### src/rtl/zx_contention_sched.sv
// Frame position tracker and CPU contention scheduler for shared video RAM.
// Requests Z80 clock stalls (6,5,4,3,2,1,0,0 pattern) for contended accesses in the display window.
module zx_contention_sched #(
    parameter int T_LINE    = 224,
    parameter int LINES     = 320,
    parameter int ACT_LINES = 192,
    parameter int ACT_T     = 128
) (
    input  logic       clkcpu,
    input  logic       rst_n,
    input  logic       en,
    input  logic       frame_sync,
    input  logic       n_mreq,
    input  logic       n_iorq,
    input  logic       n_rfsh,
    input  logic       a15,
    input  logic       a14,
    input  logic       a0,
    input  logic [2:0] rambank,
    output logic       stall,
    output logic       contended,
    output logic [7:0] tc,
    output logic [8:0] lc
);

    typedef enum logic [1:0] {IDLE, STALL, DONE} state_t;

    state_t     state, state_nxt;
    logic [2:0] cnt, cnt_nxt;
    logic       contended_nxt;
    logic       prev_mreq, prev_iorq;
    logic       start_mem, start_io, start;
    logic       addr_cont, window;
    logic [2:0] delay;
    logic       unused_bank;

    assign unused_bank = ^rambank[2:1];

    // Frame position counters keep running while the CPU is stalled.
    always_ff @(posedge clkcpu or negedge rst_n) begin
        if (!rst_n) begin
            tc <= 8'd0;
            lc <= 9'd0;
        end else if (frame_sync) begin
            tc <= 8'd0;
            lc <= 9'd0;
        end else if (tc == 8'(T_LINE - 1)) begin
            tc <= 8'd0;
            lc <= (lc == 9'(LINES - 1)) ? 9'd0 : lc + 9'd1;
        end else begin
            tc <= tc + 8'd1;
        end
    end

    always_ff @(posedge clkcpu or negedge rst_n) begin
        if (!rst_n) begin
            prev_mreq <= 1'b1;
            prev_iorq <= 1'b1;
        end else begin
            prev_mreq <= n_mreq;
            prev_iorq <= n_iorq;
        end
    end

    // An I/O start wins over a simultaneous memory start and always hits the ULA port.
    assign start_io  = prev_iorq && !n_iorq && !a0;
    assign start_mem = prev_mreq && !n_mreq && n_rfsh;
    assign start     = start_io || start_mem;
    assign addr_cont = start_io ? 1'b1
                     : ((!a15 && a14) || (a15 && a14 && rambank[0]));
    assign window    = (lc < 9'(ACT_LINES)) && (tc < 8'(ACT_T));

    always_comb begin
        delay = 3'd0;
        if (window) begin
            case (tc[2:0])
                3'd0:    delay = 3'd6;
                3'd1:    delay = 3'd5;
                3'd2:    delay = 3'd4;
                3'd3:    delay = 3'd3;
                3'd4:    delay = 3'd2;
                3'd5:    delay = 3'd1;
                default: delay = 3'd0;
            endcase
        end
    end

    always_comb begin
        state_nxt     = state;
        cnt_nxt       = cnt;
        contended_nxt = contended;
        case (state)
            IDLE: begin
                contended_nxt = 1'b0;
                if (start) begin
                    contended_nxt = addr_cont;
                    if (addr_cont && en && (delay != 3'd0)) begin
                        state_nxt = STALL;
                        cnt_nxt   = delay;
                    end else begin
                        state_nxt = DONE;
                    end
                end
            end
            STALL: begin
                cnt_nxt = cnt - 3'd1;
                if (cnt == 3'd1) begin
                    state_nxt = DONE;
                end
            end
            DONE: begin
                // Wait for the access to end so one access cannot trigger twice.
                if (n_mreq && n_iorq) begin
                    state_nxt     = IDLE;
                    contended_nxt = 1'b0;
                end
            end
            default: begin
                state_nxt     = IDLE;
                contended_nxt = 1'b0;
            end
        endcase
    end

    always_ff @(posedge clkcpu or negedge rst_n) begin
        if (!rst_n) begin
            state     <= IDLE;
            cnt       <= 3'd0;
            contended <= 1'b0;
            stall     <= 1'b0;
        end else begin
            state     <= state_nxt;
            cnt       <= cnt_nxt;
            contended <= contended_nxt;
            stall     <= (state_nxt == STALL);
        end
    end

endmodule

### config.mk
export PLATFORM = sky130hd
export DESIGN_NAME = zx_contention_sched
export DESIGN_NICKNAME = d
export VERILOG_FILES = /design/src/rtl/zx_contention_sched.sv
export SDC_FILE = /design/constraint.sdc
export NUM_CORES = 1
export LEC_CHECK = 0
export BUFFER_PORTS_ARGS = -buffer_cell sky130_fd_sc_hd__buf_2
export CORE_UTILIZATION = 53
export CTS_CLUSTER_DIAMETER = 200
export DETAILED_ROUTE_END_ITERATION = 8
export GPL_TIMING_DRIVEN = 0
export MAX_ROUTING_LAYER = met4
export PLACE_DENSITY = 0.78
export RECOVER_POWER = 100
export REMOVE_ABC_BUFFERS = 1
export SLEW_MARGIN = 20
export SYNTH_ARGS = -nofsm -noshare
export SYNTH_HDL_FRONTEND = slang
export SYNTH_SLANG_ARGS = --single-unit
### constraint.sdc
create_clock -name clkcpu -period 2.5 [get_ports clkcpu]
set_input_delay 0.75 -clock clkcpu [delete_from_list [all_inputs] [get_ports clkcpu]]
set_output_delay 0.75 -clock clkcpu [all_outputs]
set_load 0.1 [all_outputs]
==> qor.yml, run 1 <==
place:
  dp.final_hpwl_um: 2355
  place_congestion: 0.8402
  dp.cells: 211
  place_area_mm2: 0.001663
  post-place-ws_ns: 0.3103
  numPortBuffers: 29
cts:
  cts_resized: 0
  worstSkewPairLatency_ns: 0.33
  clk_pin_slew_worst_paths_ns: 0.15
  cts_buffer_depth: 2
  post_cts_buffers: 0
  root_buffer: "clkbuf_4"
  cts_tree: "done"
  h-tree-depth: 1
  numCtsBuffers: 3
  ctsHoldBuffers: 0
  clkSinkCount: 26
final_layout:
  area_growth_pct: 13.19
  final_area_mm2: 0.001697
  n_antenna_cell: 0
  multiInputGateArea_um2: 774.5
  fin_cells: 215
  fin_util_pct: 66.08
  seqCellArea_um2: 653.1
  drive_gt1_share_pct: 19.46
  final_net_count: 207
  fillerInstances: 247
global_route:
  use_met1_pct: 30.00
  grt-ovfl-total: 0
  grt_usage_pct: 24.64
  use_met3_pct: 2.459
  met2_usage_pct: 43.57
  antenna_found_initial: 0
  gr-max-usage-layer: "met2"
  grt_pass1_vias: 1191
  grt_max_degree: 27
  grt_pass1_wl_um: 5161
min_path:
  hp-class: "primary input to flip-flop"
routing:
  via_count: 1267
  wirelength_um: 3165
  drc_errors: 0
  drtAntennaViolNets: 0
  first_pass_iters: 4
  viasPerCell: 5.893
  initialDrtViolationCount: 31
  wl_per_cell_um: 14.72
die:
  die_w_um: 55.18
  fp.coreArea_mm2: 0.002567
  ios: 32
  die_h_um: 55.18
  die_area_mm2: 0.003045
  rows: 18
  initial_core_util_pct: 58.38
sta:
  tightest_slew_ns: 1.416
  setup_slack_ns: 0.3451
  hold_violations: 0
  setup_viol: 0
  slew_headroom_pct: 5.599
  final_max_slew_viol_count: 0
  setup-tns-final_ns: 0
  timing.fmax_mhz: 464.0
  fin_crit_ns: 2.155
  rsz0062_at_grt: "no"
  hold_ws_ns: 0.4976
  finalClockSkew_ns: 0.008663
  fin_crit_sh_pct: 86.20
yosys:
  yosysWarnings: 0
  synth_seq_area_share_pct: 43.57
  synth_area_leaders: "dfrtp_1, ha_1, nor2_1"
  ys_types: 48
  yosysTopAreaCell: "dfrtp_1"
  syn_inst: 154
  ys_ff_latch: 26
  synth_edf_count: 0
  synth.avg_cell_area_um2: 9.733
  netlist_area_mm2: 0.001499
  synth_top_area_share_pct: 40.07
  synth_flop_cell: "dfrtp_1"
  synthArstFlopShare_pct: 100.0
status:
  outcome: "finished clean"
worst_setup_path:
  critPathTopFamily: "compound AO/OA/AOI/OAI gates"
  cpMaxStageDelayCell: "o21ai_0"
  arrival_ns: 2.44
  crit_required_ns: 2.79
  crit_chain: "ha_1, nand4_1, o21ai_0, and2_0, mux2_2"
  path_class: "flip-flop to flip-flop"
  cp_max_fo: 7
  slowest_delay_ns: 0.69
  end_kind: "flip-flop"
  start_kind: "flip-flop"
  worst-path-buf-inv: 0
power:
  power.leakage_nw: 0.7682
  finalPower_mw: 1.115
  p_per_area_mw_per_mm2: 657.1
  vdd_ir_drop_max_uv: 471.8
flow_run:
  maxCapViolCount: 0
==> state kept, by name (all words and copies together) (netlist names) <==
signal / cells
state: 2
prev_mreq: 1
prev_iorq: 1
contended: 1
lc: 9
tc: 8
stall: 1
cnt: 3
==> power breakdown <==
group | switching (mW) | internal [mW] | total, mW
combinational | 0.193 | 0.105 | 0.298
clock | 0.133 | 0.162 | 0.295
sequential | 0.0523 | 0.469 | 0.521
==> final timing paths <==
path                       startpoint   endpoint  slack [ns]  cells after the start
max                             tc[0]      lc[0]        0.35                      5
min                            n_iorq  prev_iorq        0.50                      1
max reg2reg                     tc[0]      lc[0]        0.35                      5
min reg2reg                 contended  contended        0.54                      2
max in group asynchronous       rst_n      stall        0.96                      1
min in group asynchronous       rst_n      lc[8]        0.71                      1
==> layout make-up <==
class,count,share of cell area [%]
tap,30,2.212
inverter,10,2.212
sequential,26,38.50
timing repair buffer,29,8.333
clock buffer,3,1.327
multi-input combinational,116,45.65
clock inverter,1,1.770
==> cell usage in the layout (no fill, tap or decap), types with 4 or more instances in the layout <==
cell type and instances:
xnor2_1 4, nor2_1 16, ha_1 8, nor3_1 5, dfrtp_1 24, nand2_1 12
o21ai_0 5, nor2b_1 5, nand3_1 8, inv_1 10, buf_2 7, clkbuf_2 19
==> cells in the mapped netlist (2+ instances only) <==
cell / n
or2_2: 2
a21oi_1: 3
a21o_1: 2
o21ai_1: 2
inv_1: 10
nand2_1: 12
o21a_1: 3
o311ai_0: 3
dfrtp_1: 24
nor2b_1: 5
mux2i_1: 2
nand3_1: 8
o21ai_0: 3
o311a_1: 2
or3b_1: 2
xnor2_1: 4
o22ai_1: 2
ha_1: 8
o211ai_1: 2
a31oi_1: 2
nor3_1: 5
nor2_1: 16
dfstp_2: 2
nand3b_1: 3
xor2_1: 3
nand4_1: 2
==> cell families after synthesis <==
kind of cell / count (synthesis) / share of synthesized area (%)
flops: 26 / 43.57
fa+ha+maj: 8 / 6.678
xor+xnor: 7 / 4.090
compound gates: 34 / 16.78
buf+inv: 12 / 3.757
simple gates: 64 / 23.04
mux: 3 / 2.087
==> per-layer routing <==
| metal | vias up | wire (um) |
|---|---|---|
| met5 | - | 0 |
| met1 | 610 | 1433 |
| met4 | 0 | 34 |
| met2 | 29 | 1585 |
| li1 | 623 | - |
| met3 | 5 | 111 |
Power figures use the tool's default switching activity.
==> inputs of run 2 (changes only) <==
Settings changed: CORE_MARGIN from default to 2, CORE_UTILIZATION 53 to 45, PLACE_DENSITY 0.78 to 0.68.
==> run 2 against run 1 <==
Sequential power hardly changed. Combinational power hardly changed. Final cell count is 6.5% higher. Largest power group unchanged. Via count is 1.2% higher. Largest cell class unchanged. Total power hardly changed. Setup slack better by 0.028 ns. Highest routed layer unchanged. Routed wire length is 2.2% higher.
==> qor.yml, run 2 (same netlist as run 1, synthesis figures left out) <==
status:
  outcome: "finished clean"
cts:
  numCtsBuffers: 3  # unchanged
  h-tree-depth: 1  # unchanged
  cts_buffer_depth: 2  # unchanged
  cts_tree: "done"
  root_buffer: "clkbuf_4"
  worstSkewPairLatency_ns: 0.32  # about the same
  cts_resized: 0  # unchanged
  post_cts_buffers: 0  # unchanged
  ctsHoldBuffers: 0  # unchanged
  clkSinkCount: 26  # unchanged
  clk_pin_slew_worst_paths_ns: 0.15  # about the same
routing:
  first_pass_iters: 7  # +3
  via_count: 1282  # +1.2%
  viasPerCell: 5.598  # -5.0%
  wl_per_cell_um: 14.13  # -4.0%
  initialDrtViolationCount: 91  # +190%
  drc_errors: 0  # unchanged
  wirelength_um: 3235  # +2.2%
  drtAntennaViolNets: 0  # unchanged
final_layout:
  regMostFlops: "lc"
  fin_util_pct: 55.24  # -11 points
  reg.largest.list: "lc x9, tc x8, cnt x3"
  area_growth_pct: 14.36
  largest_reg_flops: 9  # unchanged
  drive_gt1_share_pct: 19.46  # unchanged
  final_cell_mix: "dfrtp_1, clkbuf_2, nor2_1"
  mostFrequentLayoutCell: "dfrtp_1"
  n_antenna_cell: 0  # unchanged
  final_net_count: 207  # unchanged
die:
  die_w_um: 61.72  # +12%
  die_h_um: 61.72  # +12%
  initial_core_util_pct: 48.31  # -10 points
  rows: 20  # +2
  die_area_mm2: 0.003809  # +25%
  ios: 32  # unchanged
  fp.coreArea_mm2: 0.003103  # +21%
global_route:
  grt_usage_pct: 19.28  # -5.4 points
  grt_max_degree: 27  # unchanged
  grt-ovfl-total: 0  # unchanged
  grt_pass1_wl_um: 5195  # +0.66%
  grt_pass1_vias: 1151  # -3.4%
  antenna_found_initial: 0  # unchanged
place:
  place_congestion: 0.8498  # +1.1%
  post-place-ws_ns: 0.2624  # -0.04791 ns
  numPortBuffers: 29  # unchanged
  dp.final_hpwl_um: 2460  # +4.5%
sta:
  hold_ws_ns: 0.5104  # +0.01281 ns
  rsz0062_at_grt: "no"
  fin_crit_ns: 2.127  # -0.02764 ns
  setup_slack_ns: 0.3727  # +0.02764 ns
  slew_headroom_pct: 6.638  # +1.0 points
  setup_viol: 0  # unchanged
  fin_crit_sh_pct: 85.09  # -1.1 points
  final_max_slew_viol_count: 0  # unchanged
  tightest_slew_ns: 1.400  # -0.01558 ns
  finalClockSkew_ns: 0.01053  # +0.001870 ns
  hold_violations: 0  # unchanged
  timing.fmax_mhz: 470.1  # +1.3%
  setup-tns-final_ns: 0  # unchanged
worst_setup_path:
  worst-path-buf-inv: 1  # +1
  crit_required_ns: 1.75  # -1.04 ns
  crit_chain: "clkbuf_2"
  start_kind: "flip-flop"
  slowest_delay_ns: 0.54  # -0.15 ns
  arrival_ns: 1.38  # -1.06 ns
  critPathTopFamily: "flip-flops"
  end_kind: "output pin"
  cp_max_fo: 10  # +3
  cpMaxStageDelayCell: "dfrtp_1"
  path_class: "flip-flop to output pin"
power:
  finalPower_mw: 1.114  # about the same
  power.leakage_nw: 0.7679  # about the same
  p_per_area_mw_per_mm2: 650.1  # -1.1%
  vdd_ir_drop_max_uv: 356.0  # -25%
min_path:
  hp-class: "primary input to flip-flop"
flow_run:
  maxCapViolCount: 0  # unchanged
[run 2: layout make-up]
cell class | count | area (um2)
Fill cell | 315 | 1389
Timing Repair Buffer | 29 | 141.4
Tap cell | 44 | 55.05
Sequential cell | 26 | 653.1
Inverter | 10 | 37.54
Clock inverter | 1 | 30.03
Clock buffer | 3 | 22.52
Multi-Input combinational cell | 116 | 774.5
[run 2: path summary, 6_finish.rpt]
path / start / end / slack (ns) / cells past startpoint
max: lc[6] / lc[6] / 0.37 / 1
min: n_iorq / prev_iorq / 0.51 / 1
max reg2reg: tc[0] / state[1] / 0.45 / 6
min reg2reg: contended / contended / 0.56 / 2
max in group asynchronous: rst_n / cnt[2] / 0.97 / 1
min in group asynchronous: rst_n / lc[8] / 0.72 / 1
[run 2: metal layers]
layer  global-route usage [%]  wire length [um]
met1                    22.82              1393
met3                    4.348               118
met5                        -                 0
met2                    32.48              1697
met4                    6.383                26
[run 2: power breakdown]
part | internal (mW) | total, mW | switching, mW
logic | 0.105 | 0.301 | 0.196
clock network | 0.162 | 0.289 | 0.127
registers | 0.469 | 0.524 | 0.0556
[run 2: per-stage QoR]
step | area [um2] | std cells
6_report | 1714 | 229
5_1_grt | 1714 | 229
4_1_cts | 1733 | 229
3_5_place_dp | 1680 | 225
3_3_place_gp | 1680 | 225
2_1_floorplan | 1480 | 152
==> inputs of run 3 (changes only) <==
Settings changed: CORE_UTILIZATION 45 to 41, PLACE_DENSITY 0.68 to default.
==> run 3 against run 2 <==
Via count decreased by 1.2%. Clock power shrank 39%. Clock skew down 0.0053 ns. Maximum frequency up 0.78%. Final area is 1.6% lower. Non-clock buffer count unchanged. Utilization down 5.9 points. Routed wire length is 0.15% higher. Critical endpoint is now tc[2].
==> qor.yml, run 3 (same netlist as run 1, synthesis figures left out) <==
worst_setup_path:
  crit_chain: "clkbuf_2"
  start_kind: "flip-flop"
  arrival_ns: 1.36  # -0.02 ns
  rr_startpoint: "tc[0]"
  path_class: "flip-flop to output pin"
  worst-path-buf-inv: 1  # unchanged
  r2r_cells: 5  # -1
  cp_max_fo: 9  # -1
  slowest_delay_ns: 0.53  # about the same
  reg2reg_to: "lc[8]"
  r2r_setup_slack_ns: 0.41  # -0.04 ns
  end_kind: "output pin"
  crit_required_ns: 1.75  # about the same
  cpMaxStageDelayCell: "dfrtp_1"
  critPathTopFamily: "flip-flops"
sta:
  setup_viol: 0  # unchanged
  tightest_slew_ns: 1.396  # -0.004751 ns
  final_max_slew_viol_count: 0  # unchanged
  timing.fmax_mhz: 473.7  # +0.78%
  slew_headroom_pct: 6.954  # +0.32 points
  setup-tns-final_ns: 0  # unchanged
  fin_crit_sh_pct: 84.44  # -0.66 points
  hold_violations: 0  # unchanged
  finalClockSkew_ns: 0.005254  # -0.005278 ns
  setup_slack_ns: 0.3891  # +0.01642 ns
  hold_ws_ns: 0.5178  # +0.007411 ns
  fin_crit_ns: 2.111  # -0.01642 ns
  rsz0062_at_grt: "no"
global_route:
  antenna_found_initial: 0  # unchanged
  grt_pass1_wl_um: 5699  # +9.7%
  grt_max_degree: 27  # unchanged
  grt-ovfl-total: 0  # unchanged
  grt_pass1_vias: 1204  # +4.6%
  grt_usage_pct: 18.30  # -0.98 points
routing:
  drc_errors: 0  # unchanged
  initialDrtViolationCount: 61  # -33%
  met2_length_um: 1535  # -9.5%
  met1Wirelength_um: 1542  # +11%
  routed-wl-met3_um: 143  # +21%
  via_count: 1267  # -1.2%
  viasPerCell: 5.509  # -1.6%
  wirelength_um: 3240  # +0.15%
  wl_per_cell_um: 14.09  # -0.28%
  first_pass_iters: 4  # -3
  drtAntennaViolNets: 0  # unchanged
  top_layer: "met4"
final_layout:
  final_cell_mix: "dfrtp_1, clkbuf_2, nor2_1"
  fillerInstances: 339  # +7.6%
  fin_cells: 230  # +0.44%
  regMostFlops: "lc"
  final_net_count: 207  # unchanged
  largest_reg_flops: 9  # unchanged
  fin_util_pct: 49.38  # -5.9 points
  reg.largest.list: "lc x9, tc x8, cnt x3"
  area_growth_pct: 12.52
  final_area_mm2: 0.001687  # -1.6%
  drive_gt1_share_pct: 19.02  # -0.44 points
  n_antenna_cell: 0  # unchanged
  mostFrequentLayoutCell: "dfrtp_1"
die:
  initial_core_util_pct: 43.88  # -4.4 points
  rows: 21  # +5.0%
  fp.coreArea_mm2: 0.003416  # +10%
  ios: 32  # unchanged
  die_w_um: 64.47  # +4.5%
  die_h_um: 64.47  # +4.5%
  die_area_mm2: 0.004156  # +9.1%
min_path:
  min-delay-start: "n_mreq"
  holdPathEnd: "prev_mreq"
  whs_path_depth: 1  # unchanged
  hp-class: "primary input to flip-flop"
status:
  outcome: "finished clean"
cts:
  h-tree-depth: 1  # unchanged
  root_buffer: "clkbuf_4"
  clkSinkCount: 26  # unchanged
  ctsHoldBuffers: 0  # unchanged
  post_cts_buffers: 0  # unchanged
  cts_buffer_depth: 2  # unchanged
  clk_pin_slew_worst_paths_ns: 0.14  # about the same
  numCtsBuffers: 3  # unchanged
  cts_tree: "done"
  cts_resized: 0  # unchanged
  worstSkewPairLatency_ns: 0.32  # about the same
place:
  dp.cells: 227  # +0.89%
  place_area_mm2: 0.001683  # +0.15%
  dp.final_hpwl_um: 2433  # -1.1%
  post-place-ws_ns: 0.2242  # -0.03820 ns
  place_congestion: 0.8134  # -4.3%
  numPortBuffers: 29  # unchanged
flow_run:
  maxCapViolCount: 0  # unchanged
power:
  vdd_ir_drop_max_uv: 275.4  # -23%
  p_per_area_mw_per_mm2: 588.5  # -9.5%
  power.leakage_nw: 0.7537  # -1.8%
  finalPower_mw: 0.9925  # -11%
[run 3: routing by layer]
layer  track usage, %  vias up
met1            24.44      608
li1                 -      624
met5                -        -
met3            3.125        2
met4            6.117        0
met2            28.52       33
[run 3: final cells by class]
| type | count | area [um2] | area share, % |
|---|---|---|---|
| clock buffer | 3 | 22.52 | 1.335 |
| inverter | 10 | 37.54 | 2.226 |
| multi-input combinational | 116 | 774.5 | 45.92 |
| sequential | 26 | 653.1 | 38.72 |
| tap | 46 | 57.56 | 3.412 |
| timing repair buffer | 29 | 141.4 | 8.383 |
[run 3: worst max path at each step]
stage	start	to	slack [ns]	cells past startpoint
final	tc[2]	tc[2]	0.39	1
after global routing	tc[0]	state[1]	0.18	6
after CTS	tc[2]	tc[2]	0.37	1
after detailed placement	n_iorq	cnt[2]	0.22	5
after global placement	n_iorq	cnt[2]	0.27	5
after floorplan	tc[0]	cnt[2]	-0.04	6
[run 3: report_power, final]
part / leakage [nW] / switching, mW / internal [mW] / total, mW
clock: 0.0138 / 0.120 / 0.0564 / 0.177
sequential: 0.342 / 0.0536 / 0.469 / 0.522
combinational: 0.398 / 0.191 / 0.103 / 0.293
total: 0.754 / 0.365 / 0.628 / 0.993
